$ cat src/rtl/wdata_fifo_arb_if.sv
// Write-data bus between two requesters, the arbiter and the write-data FIFO.
// The slave modport is the arbiter's view; master is the requester/FIFO side.
interface wdata_fifo_arb_if #(
    parameter int DATA_WIDTH = 32
);
    logic                  s0_wvalid;
    logic [DATA_WIDTH-1:0] s0_wdata;
    logic                  s0_wlast;
    logic                  s0_wready;
    logic                  s1_wvalid;
    logic [DATA_WIDTH-1:0] s1_wdata;
    logic                  s1_wlast;
    logic                  s1_wready;
    logic                  fifo_full;
    logic                  fifo_wr;
    logic [DATA_WIDTH-1:0] fifo_data_in;

    modport slave (
        input  s0_wvalid, s0_wdata, s0_wlast,
        input  s1_wvalid, s1_wdata, s1_wlast,
        input  fifo_full,
        output s0_wready, s1_wready, fifo_wr, fifo_data_in
    );

    modport master (
        output s0_wvalid, s0_wdata, s0_wlast,
        output s1_wvalid, s1_wdata, s1_wlast,
        output fifo_full,
        input  s0_wready, s1_wready, fifo_wr, fifo_data_in
    );
endinterface

$ cat src/rtl/wdata_fifo_arb.sv
// Two-requester round-robin write-data arbiter feeding a FIFO with zero-latency
// pass-through; grants are held for a whole burst, bounded to MAX_BEATS beats.
module wdata_fifo_arb #(
    parameter int DATA_WIDTH = 32,
    parameter int MAX_BEATS  = 16,
    parameter int CNT_W      = 5
) (
    input  logic             clk,
    input  logic             rst,
    wdata_fifo_arb_if.slave  bus,
    input  logic             err_clr,
    output logic             gnt_id,
    output logic             busy,
    output logic [CNT_W-1:0] beat_cnt,
    output logic             err_overlen
);
    typedef enum logic [1:0] {
        IDLE = 2'd0,
        GNT0 = 2'd1,
        GNT1 = 2'd2
    } state_t;

    localparam logic [CNT_W-1:0] LAST_IDX = CNT_W'(MAX_BEATS - 1);

    state_t                state;
    logic                  last_gnt;
    logic                  sel_last;
    logic                  other_valid;
    logic                  accept;
    logic                  term;

    // Steer the granted requester onto the FIFO port; everything is 0 in IDLE.
    always_comb begin
        bus.s0_wready    = 1'b0;
        bus.s1_wready    = 1'b0;
        bus.fifo_wr      = 1'b0;
        bus.fifo_data_in = '0;
        sel_last         = 1'b0;
        other_valid      = 1'b0;
        case (state)
            GNT0: begin
                bus.s0_wready    = ~bus.fifo_full;
                bus.fifo_wr      = bus.s0_wvalid & ~bus.fifo_full;
                bus.fifo_data_in = bus.s0_wdata;
                sel_last         = bus.s0_wlast;
                other_valid      = bus.s1_wvalid;
            end
            GNT1: begin
                bus.s1_wready    = ~bus.fifo_full;
                bus.fifo_wr      = bus.s1_wvalid & ~bus.fifo_full;
                bus.fifo_data_in = bus.s1_wdata;
                sel_last         = bus.s1_wlast;
                other_valid      = bus.s0_wvalid;
            end
            default: begin
                sel_last    = 1'b0;
                other_valid = 1'b0;
            end
        endcase
    end

    assign accept = bus.fifo_wr;
    assign term   = sel_last | (beat_cnt == LAST_IDX);
    assign gnt_id = last_gnt;

    // Arbitration FSM, burst beat counter and sticky over-length flag.
    always_ff @(posedge clk or posedge rst) begin
        if (rst) begin
            state       <= IDLE;
            last_gnt    <= 1'b1;
            busy        <= 1'b0;
            beat_cnt    <= '0;
            err_overlen <= 1'b0;
        end else begin
            case (state)
                IDLE: begin
                    if (bus.s0_wvalid && (!bus.s1_wvalid || last_gnt)) begin
                        state    <= GNT0;
                        last_gnt <= 1'b0;
                        busy     <= 1'b1;
                    end else if (bus.s1_wvalid) begin
                        state    <= GNT1;
                        last_gnt <= 1'b1;
                        busy     <= 1'b1;
                    end else begin
                        state <= IDLE;
                        busy  <= 1'b0;
                    end
                end
                GNT0, GNT1: begin
                    if (accept && term) begin
                        beat_cnt <= '0;
                        // Hand straight to the waiting requester: no idle bubble.
                        if (other_valid) begin
                            state    <= (state == GNT0) ? GNT1 : GNT0;
                            last_gnt <= (state == GNT0) ? 1'b1 : 1'b0;
                            busy     <= 1'b1;
                        end else begin
                            state <= IDLE;
                            busy  <= 1'b0;
                        end
                    end else if (accept) begin
                        beat_cnt <= beat_cnt + CNT_W'(1);
                    end else begin
                        beat_cnt <= beat_cnt;
                    end
                end
                default: begin
                    state    <= IDLE;
                    busy     <= 1'b0;
                    beat_cnt <= '0;
                end
            endcase

            // A forced termination outranks a simultaneous clear.
            if (accept && term && !sel_last) begin
                err_overlen <= 1'b1;
            end else if (err_clr) begin
                err_overlen <= 1'b0;
            end else begin
                err_overlen <= err_overlen;
            end
        end
    end
endmodule

$ cat src/flat_wrapper.sv
// flat-port wrapper written by rule: the top's interface ports become plain ports
module wdata_fifo_arb_flat 
#(
    parameter int DATA_WIDTH = 32,
    parameter int MAX_BEATS  = 16,
    parameter int CNT_W      = 5
)
  (clk, rst, err_clr, gnt_id, busy, beat_cnt, err_overlen, bus_s0_wvalid, bus_s0_wdata, bus_s0_wlast, bus_s1_wvalid, bus_s1_wdata, bus_s1_wlast, bus_fifo_full, bus_s0_wready, bus_s1_wready, bus_fifo_wr, bus_fifo_data_in);
  wdata_fifo_arb_if #(.DATA_WIDTH(DATA_WIDTH)) bus_i ();
  input  logic clk;
  input  logic rst;
  input  logic err_clr;
  output logic gnt_id;
  output logic busy;
  output logic [CNT_W-1:0] beat_cnt;
  output logic err_overlen;
  input wire logic [$bits(bus_i.s0_wvalid)-1:0] bus_s0_wvalid;
  input wire logic [$bits(bus_i.s0_wdata)-1:0] bus_s0_wdata;
  input wire logic [$bits(bus_i.s0_wlast)-1:0] bus_s0_wlast;
  input wire logic [$bits(bus_i.s1_wvalid)-1:0] bus_s1_wvalid;
  input wire logic [$bits(bus_i.s1_wdata)-1:0] bus_s1_wdata;
  input wire logic [$bits(bus_i.s1_wlast)-1:0] bus_s1_wlast;
  input wire logic [$bits(bus_i.fifo_full)-1:0] bus_fifo_full;
  output wire logic [$bits(bus_i.s0_wready)-1:0] bus_s0_wready;
  output wire logic [$bits(bus_i.s1_wready)-1:0] bus_s1_wready;
  output wire logic [$bits(bus_i.fifo_wr)-1:0] bus_fifo_wr;
  output wire logic [$bits(bus_i.fifo_data_in)-1:0] bus_fifo_data_in;
  assign bus_i.s0_wvalid = bus_s0_wvalid;
  assign bus_i.s0_wdata = bus_s0_wdata;
  assign bus_i.s0_wlast = bus_s0_wlast;
  assign bus_i.s1_wvalid = bus_s1_wvalid;
  assign bus_i.s1_wdata = bus_s1_wdata;
  assign bus_i.s1_wlast = bus_s1_wlast;
  assign bus_i.fifo_full = bus_fifo_full;
  assign bus_s0_wready = bus_i.s0_wready;
  assign bus_s1_wready = bus_i.s1_wready;
  assign bus_fifo_wr = bus_i.fifo_wr;
  assign bus_fifo_data_in = bus_i.fifo_data_in;
  wdata_fifo_arb #(.DATA_WIDTH(DATA_WIDTH), .MAX_BEATS(MAX_BEATS), .CNT_W(CNT_W)) u_core (.clk(clk), .rst(rst), .bus(bus_i), .err_clr(err_clr), .gnt_id(gnt_id), .busy(busy), .beat_cnt(beat_cnt), .err_overlen(err_overlen));
endmodule
$ cat config.mk
export PLATFORM = sky130hd
export DESIGN_NAME = wdata_fifo_arb_flat
export DESIGN_NICKNAME = d
export VERILOG_FILES = /design/src/rtl/wdata_fifo_arb_if.sv /design/src/rtl/wdata_fifo_arb.sv /design/src/flat_wrapper.sv
export SDC_FILE = /design/constraint.sdc
export NUM_CORES = 1
export LEC_CHECK = 0
export CAP_MARGIN = 10
export CORE_MARGIN = 2
export CORE_UTILIZATION = 45
export DETAILED_ROUTE_END_ITERATION = 8
export DONT_BUFFER_PORTS = 1
export PLACE_DENSITY_LB_ADDON = 0.15
export SYNTH_ARGS = -nofsm -noshare
export SYNTH_HDL_FRONTEND = slang
export SYNTH_SLANG_ARGS = --single-unit
$ cat constraint.sdc
create_clock -name clk -period 2.71 [get_ports clk]
set_input_delay 0.271 -clock clk [delete_from_list [all_inputs] [get_ports clk]]
set_output_delay 0.271 -clock clk [all_outputs]
set_load 0.01 [all_outputs]
* Yosys cells after proc, flatten, opt, wreduce, memory -nomap -nowiden *
Index checks and enable logic that the tools add are counted.

operators by class
  eq/ne operators = 7
  bitwise logic cells = 5
  multiplexer cells = 28
  reduce and logical (&&, ||, !) cells = 12
  $add $sub $neg = 1

operators by type and width
  cell                                                    number
  case mux 32 bit (2 select lines)                        1
  two-way mux 1 bit                                       13
  two-way mux 2 bit                                       5
  two-way mux 5 bit                                       2
  case mux 1 bit (2 select lines)                         5
  case mux 5 bit (2 select lines)                         1
  adder 5 x 1 -> 5 bit (second input constant)            1
  == test 5 x 4 -> 1 bit (second input constant)          1
  inequality test 2 x 1 -> 1 bit (second input constant)  2
  case mux 2 bit (2 select lines)                         1
  AND reduction 4 bit                                     1
  nonzero test 2 bit                                      2
  logical AND 1 bit                                       3
  inequality test 3 x 1 -> 1 bit (second input constant)  1
  inequality test 3 x 2 -> 1 bit (second input constant)  1
  bitwise AND 1 bit                                       2
  == test 2 x 1 -> 1 bit (second input constant)          1
  == test 2 bit (second input constant)                   1
  logical NOT 1 bit                                       2
  logical NOT 2 bit                                       1
  NOT 1 bit                                               2
  AND reduction 2 bit                                     1
  OR reduction 2 bit                                      1
  logical OR 1 bit                                        1
  bitwise OR 1 bit                                        1

storage, ports and cells
  bits in registers = 10
  logic and storage cells = 58
  bits of input ports = 72
  output and inout port bits = 43

* Longest topological paths before layout *
  word-level depth = 6
  gate-level depth with buffers = 7
  mapped depth without buffers = 7

* Worst setup path before layout *
Ideal clock, no wire load.

  path kind = reg2reg
  start point = register u_core.beat_cnt[0]
  end point = register u_core.last_gnt (netlist: u_core.gnt_id)
  required time = 2625 ps
  buffers on the path = 0
  clock period less this slack = 2017 ps
  cell stages (with the launch flop) = 8
  library setup time = 85 ps
  setup slack = 693 ps
  data arrival time = 1932 ps
  cells stage by stage = dfrtp_1 ha_1 and3_1 ha_1 a221oi_1 or3_1 o22ai_1 mux2_1

between the ends
  cells in the longest elaborated chain, start to end = 5

ends and longest elaborated chain
  item                                             RTL line               source
  start: declaration                               wdata_fifo_arb.sv:14   output logic [CNT_W-1:0] beat_cnt,
  start signal: assignment                         wdata_fifo_arb.sv:103  beat_cnt <= beat_cnt + CNT_W'(1);
  start signal: assignment                         wdata_fifo_arb.sv:105  beat_cnt <= beat_cnt;
  == test 5 x 4 -> 1 bit                           wdata_fifo_arb.sv:63   assign term = sel_last | (beat_cnt == LAST_IDX);
  bitwise OR 1 bit                                 wdata_fifo_arb.sv:63
  logical AND 1 bit                                wdata_fifo_arb.sv:91   if (accept && term) begin
  inequality test 2 x 1 -> 1 bit (no source line)  n/a
  AND reduction 4 bit (no source line)             n/a
  end signal: assignment                           wdata_fifo_arb.sv:96   last_gnt <= (state == GNT0) ? 1'b1 : 1'b0;
  end: declaration                                 wdata_fifo_arb.sv:26   logic last_gnt;

Every way passes these cells.
A chain may end at the register's enable or synchronous reset.

* Worst setup path after layout *
  start point = register u_core.state[0]
  end point = output port bus_fifo_data_in[22]

between the ends
  cells in the longest elaborated chain, start to end = 2
  elaborated cells on any way between the ends = 3
  classes of those cells = 2 x eq/ne; 1 x mux

ends and longest elaborated chain
  item                                                     RTL line              source
  start: declaration                                       wdata_fifo_arb.sv:25  state_t state;
  start signal: assignment                                 wdata_fifo_arb.sv:95  state <= (state == GNT0) ? GNT1 : GNT0;
  == test 2 bit or == test 2 x 1 -> 1 bit (tied branches)  wdata_fifo_arb.sv:40  case (state)
  case mux 32 bit (2 select lines) (*)                     wdata_fifo_arb.sv:40
  end: declaration                                         flat_wrapper.sv:27    output wire logic [$bits(bus_i.fifo_data_in)-1:0] bus_fifo_data_in;

Every way passes the cells marked *; elsewhere a longest branch is shown, timed or not.

==> metrics.csv <==
stage;metric;value;unit
routing;drt-total-wl;2670;µm
synthesis;synthTopCellsByArea;a22o_1, dfrtp_1, ha_1, clkbuf_1, inv_1;
cells_and_area;final_common_cell;a22o_1;
synthesis;ys_seq_area_share;25.4;%
cells_and_area;fin_cells;139;
placement;hpwlAfterDp;2180;µm
synthesis;ys_warn_count;0;
die;rows;16;
sta;finalCritPeriodShare;83.5;%
clock_tree;root_buffer;clkbuf_4;
sta;slew_violations;0;
worst_setup_path;crit_fanout;32;
die;die_w;50.9;µm
power;switchingPower;499;µW
synthesis;synth-edff-count;0;
worst_setup_path;startpoint_type;flip-flop;
worst_setup_path;cp.required;2.44;ns
die;ioPinCount;115;
clock_tree;path_clk_slew;0.07;ns
sta;tns;0;ns
power;power_frac_clock;13.6;%
cells_and_area;nNetsFinal;191;
cells_and_area;multi_input_area;674;µm²
sta;grt_setup_unrepaired;false;
die;die_h;50.9;µm
sta;hold_violations;0;
clock_tree;clk_latency;0.27;ns
placement;place_inst;134;
cells_and_area;fill_cells;204;
power;p_per_area;981;nW/µm²
power;power_leakage;0.000453;µW
power;switching_share;48.4;%
synthesis;syn_area;991;µm²
clock_tree;cts_made_buffers;3;
worst_setup_path;crit_arrival;1.99;ns
power;power;1030;µW
cells_and_area;final_cell_mix;a22o_1, dfrtp_1, inv_1, nand2_1, ha_1;
routing;drt-pass1-iter-count;4;
clock_tree;cts_max_level;1;
cells_and_area;regArea;251;µm²
routing;drc_errors;0;
die;start_util;49.0;%
sta;slew_headroom;63.7;%
routing;drtIter0Drc;26;
sta;period_minus_slack;2.26;ns
worst_hold_path;hp-class;in2reg;
run_status;outcome;completed;
synthesis;yosys_register_bits;10;
worst_setup_path;critical_path_class;reg2out;
synthesis;syn_avg_cell_area;8.69;µm²
clock_tree;cts_tree;built;
power;pwr-share-comb;59.7;%
power;seqPwrFrac;26.7;%
synthesis;syn_inst;114;
clock_tree;numClockSinks;10;
placement;routabilityCongestion;0.849;
synthesis;synth_top_area_share;29.2;%
synthesis;ys.flop_type;dfrtp_1;
cells_and_area;area_growth;6.06;%
synthesis;yosys.area.top_type;a22o_1;
grt;grt_pass1_vias;811;
sta;finalSetupViolations;0;
grt;grt.overflow.total;0;
grt;grt_pass1_wl;3750;µm
cells_and_area;drive_gt1_share;8.04;%
die;core;2020;µm²
routing;vias;979;
cells_and_area;antenna-diode-count;0;
sta;fin_skew;0.00230;ns
synthesis;synth-async-reset-ratio;100;%
clock_tree;clockBufferDepth;2;
grt;antenna_found_initial;0;
routing;wl_per_cell;19.2;µm
flow_run;maxCapViolCount;0;
synthesis;syn_nets;192;
die;dieArea;2590;µm²
grt;grt_max_degree;33;
placement;portBuffers;0;
sta;worst_pin_slew;0.545;ns
synthesis;yosysUniqueCellTypes;34;
power;irDropWorstVdd;0.000462;V
routing;via_per_inst;7.04;
routing;antenna_left;0;
grt;gr-usage-all-layers;19.0;%
power;intPower;532;µW
worst_setup_path;cp-end-kind;output pin;
sta;max_freq;442;MHz
area by class of cell:
class | instances | share of cell area, %
clock buffers | 4 | 3.45
inverters | 8 | 2.86
multi-input cells | 87 | 64.2
flip-flops and latches | 10 | 23.9
well taps | 27 | 3.21
repair buffers | 3 | 2.38
power groups by stage:
stage                     registers [µW]  logic (µW)  clock network (µW)
final                                275         615                 140
after global routing                 286         681                 152
after CTS                            277         617                 143
after detailed placement             279         615                   0
after global placement               278         611                   0
after floorplan                      265         531                   0
per-layer routing:
layer	vias to the layer above	global-route usage (%)	routed length (µm)	share of wire, %
met4	0	4.50	29	1.1
met2	86	30.7	1270	48
met3	6	7.60	316	12
met5	-	0	0	0
li1	449	-	-	-
met1	438	23.6	1050	39
flip-flops by register name, summed over array words and instances (netlist names):
signal,cells
u_core.gnt_id,1
u_core.err_overlen,1
u_core.busy,1
u_core.beat_cnt,5
u_core.state,2
stage by stage:
stage / cell area [µm²] / setup WS [ns] / hold WS [ns] / util, %
floorplan: 991 / 0.693 / 0.110 / -
global placement: 1000 / 0.560 / 0.163 / 49.7
detailed placement: 1000 / 0.527 / 0.176 / 49.7
CTS: 1050 / 0.456 / 0.175 / 52.0
global route: 1050 / 0.340 / 0.185 / 52.0
finish: 1050 / 0.447 / 0.175 / 52.0
worst paths after layout:
path,cells past startpoint,slack (ns),start,endpoint
setup / recovery,5,0.45,u_core.state[0]$_DFFE_PP0P_,bus_fifo_data_in[22]
setup reg to reg,7,0.51,u_core.beat_cnt[0]$_DFFE_PP0P_,u_core.gnt_id$_DFFE_PP1P_
hold / removal,2,0.17,err_clr,u_core.err_overlen$_DFFE_PP0P_
hold reg to reg,2,0.55,u_core.state[0]$_DFFE_PP0P_,u_core.state[0]$_DFFE_PP0P_
max in group asynchronous,2,1.97,rst,u_core.gnt_id$_DFFE_PP1P_
min in group asynchronous,2,0.42,rst,u_core.state[1]$_DFFE_PP0P_
Yosys cell counts (2+ instances only):
cell type,instances
a22oi_1,3
clkbuf_1,8
nor2_1,3
o22ai_1,2
nand2_1,6
nand2b_1,2
o21ai_0,5
ha_1,6
inv_1,8
nand3_1,4
dfrtp_1,9
mux2i_1,2
and2_1,3
a22o_1,33
cells by family (layout without fill, tap and decap cells):
logic type / Yosys count / after routing / synth area share [%]
AOI/OAI and AO/OA: 54 / 54 / 44.6
adders and majority gates: 6 / 6 / 7.58
buffers and inverters: 17 / 15 / 6.57
DFF: 10 / 10 / 25.4
muxes: 3 / 3 / 3.16
and+or+nand+nor: 24 / 24 / 12.8
critical path, cell delays in order, from the launching register on:
cell and delay (ns):
dfrtp_1 0.39, inv_1 0.08, ha_1 0.47, and2_1 0.20, buf_4 0.30, a22o_1 0.27
what timing repair did:
action                    4_1_cts  5_1_grt
resized for setup               0        0
buffers inserted                0        0
hold buffers                    1        0
hold endpoints to repair        9        0
(Power assumes the default switching activity.)
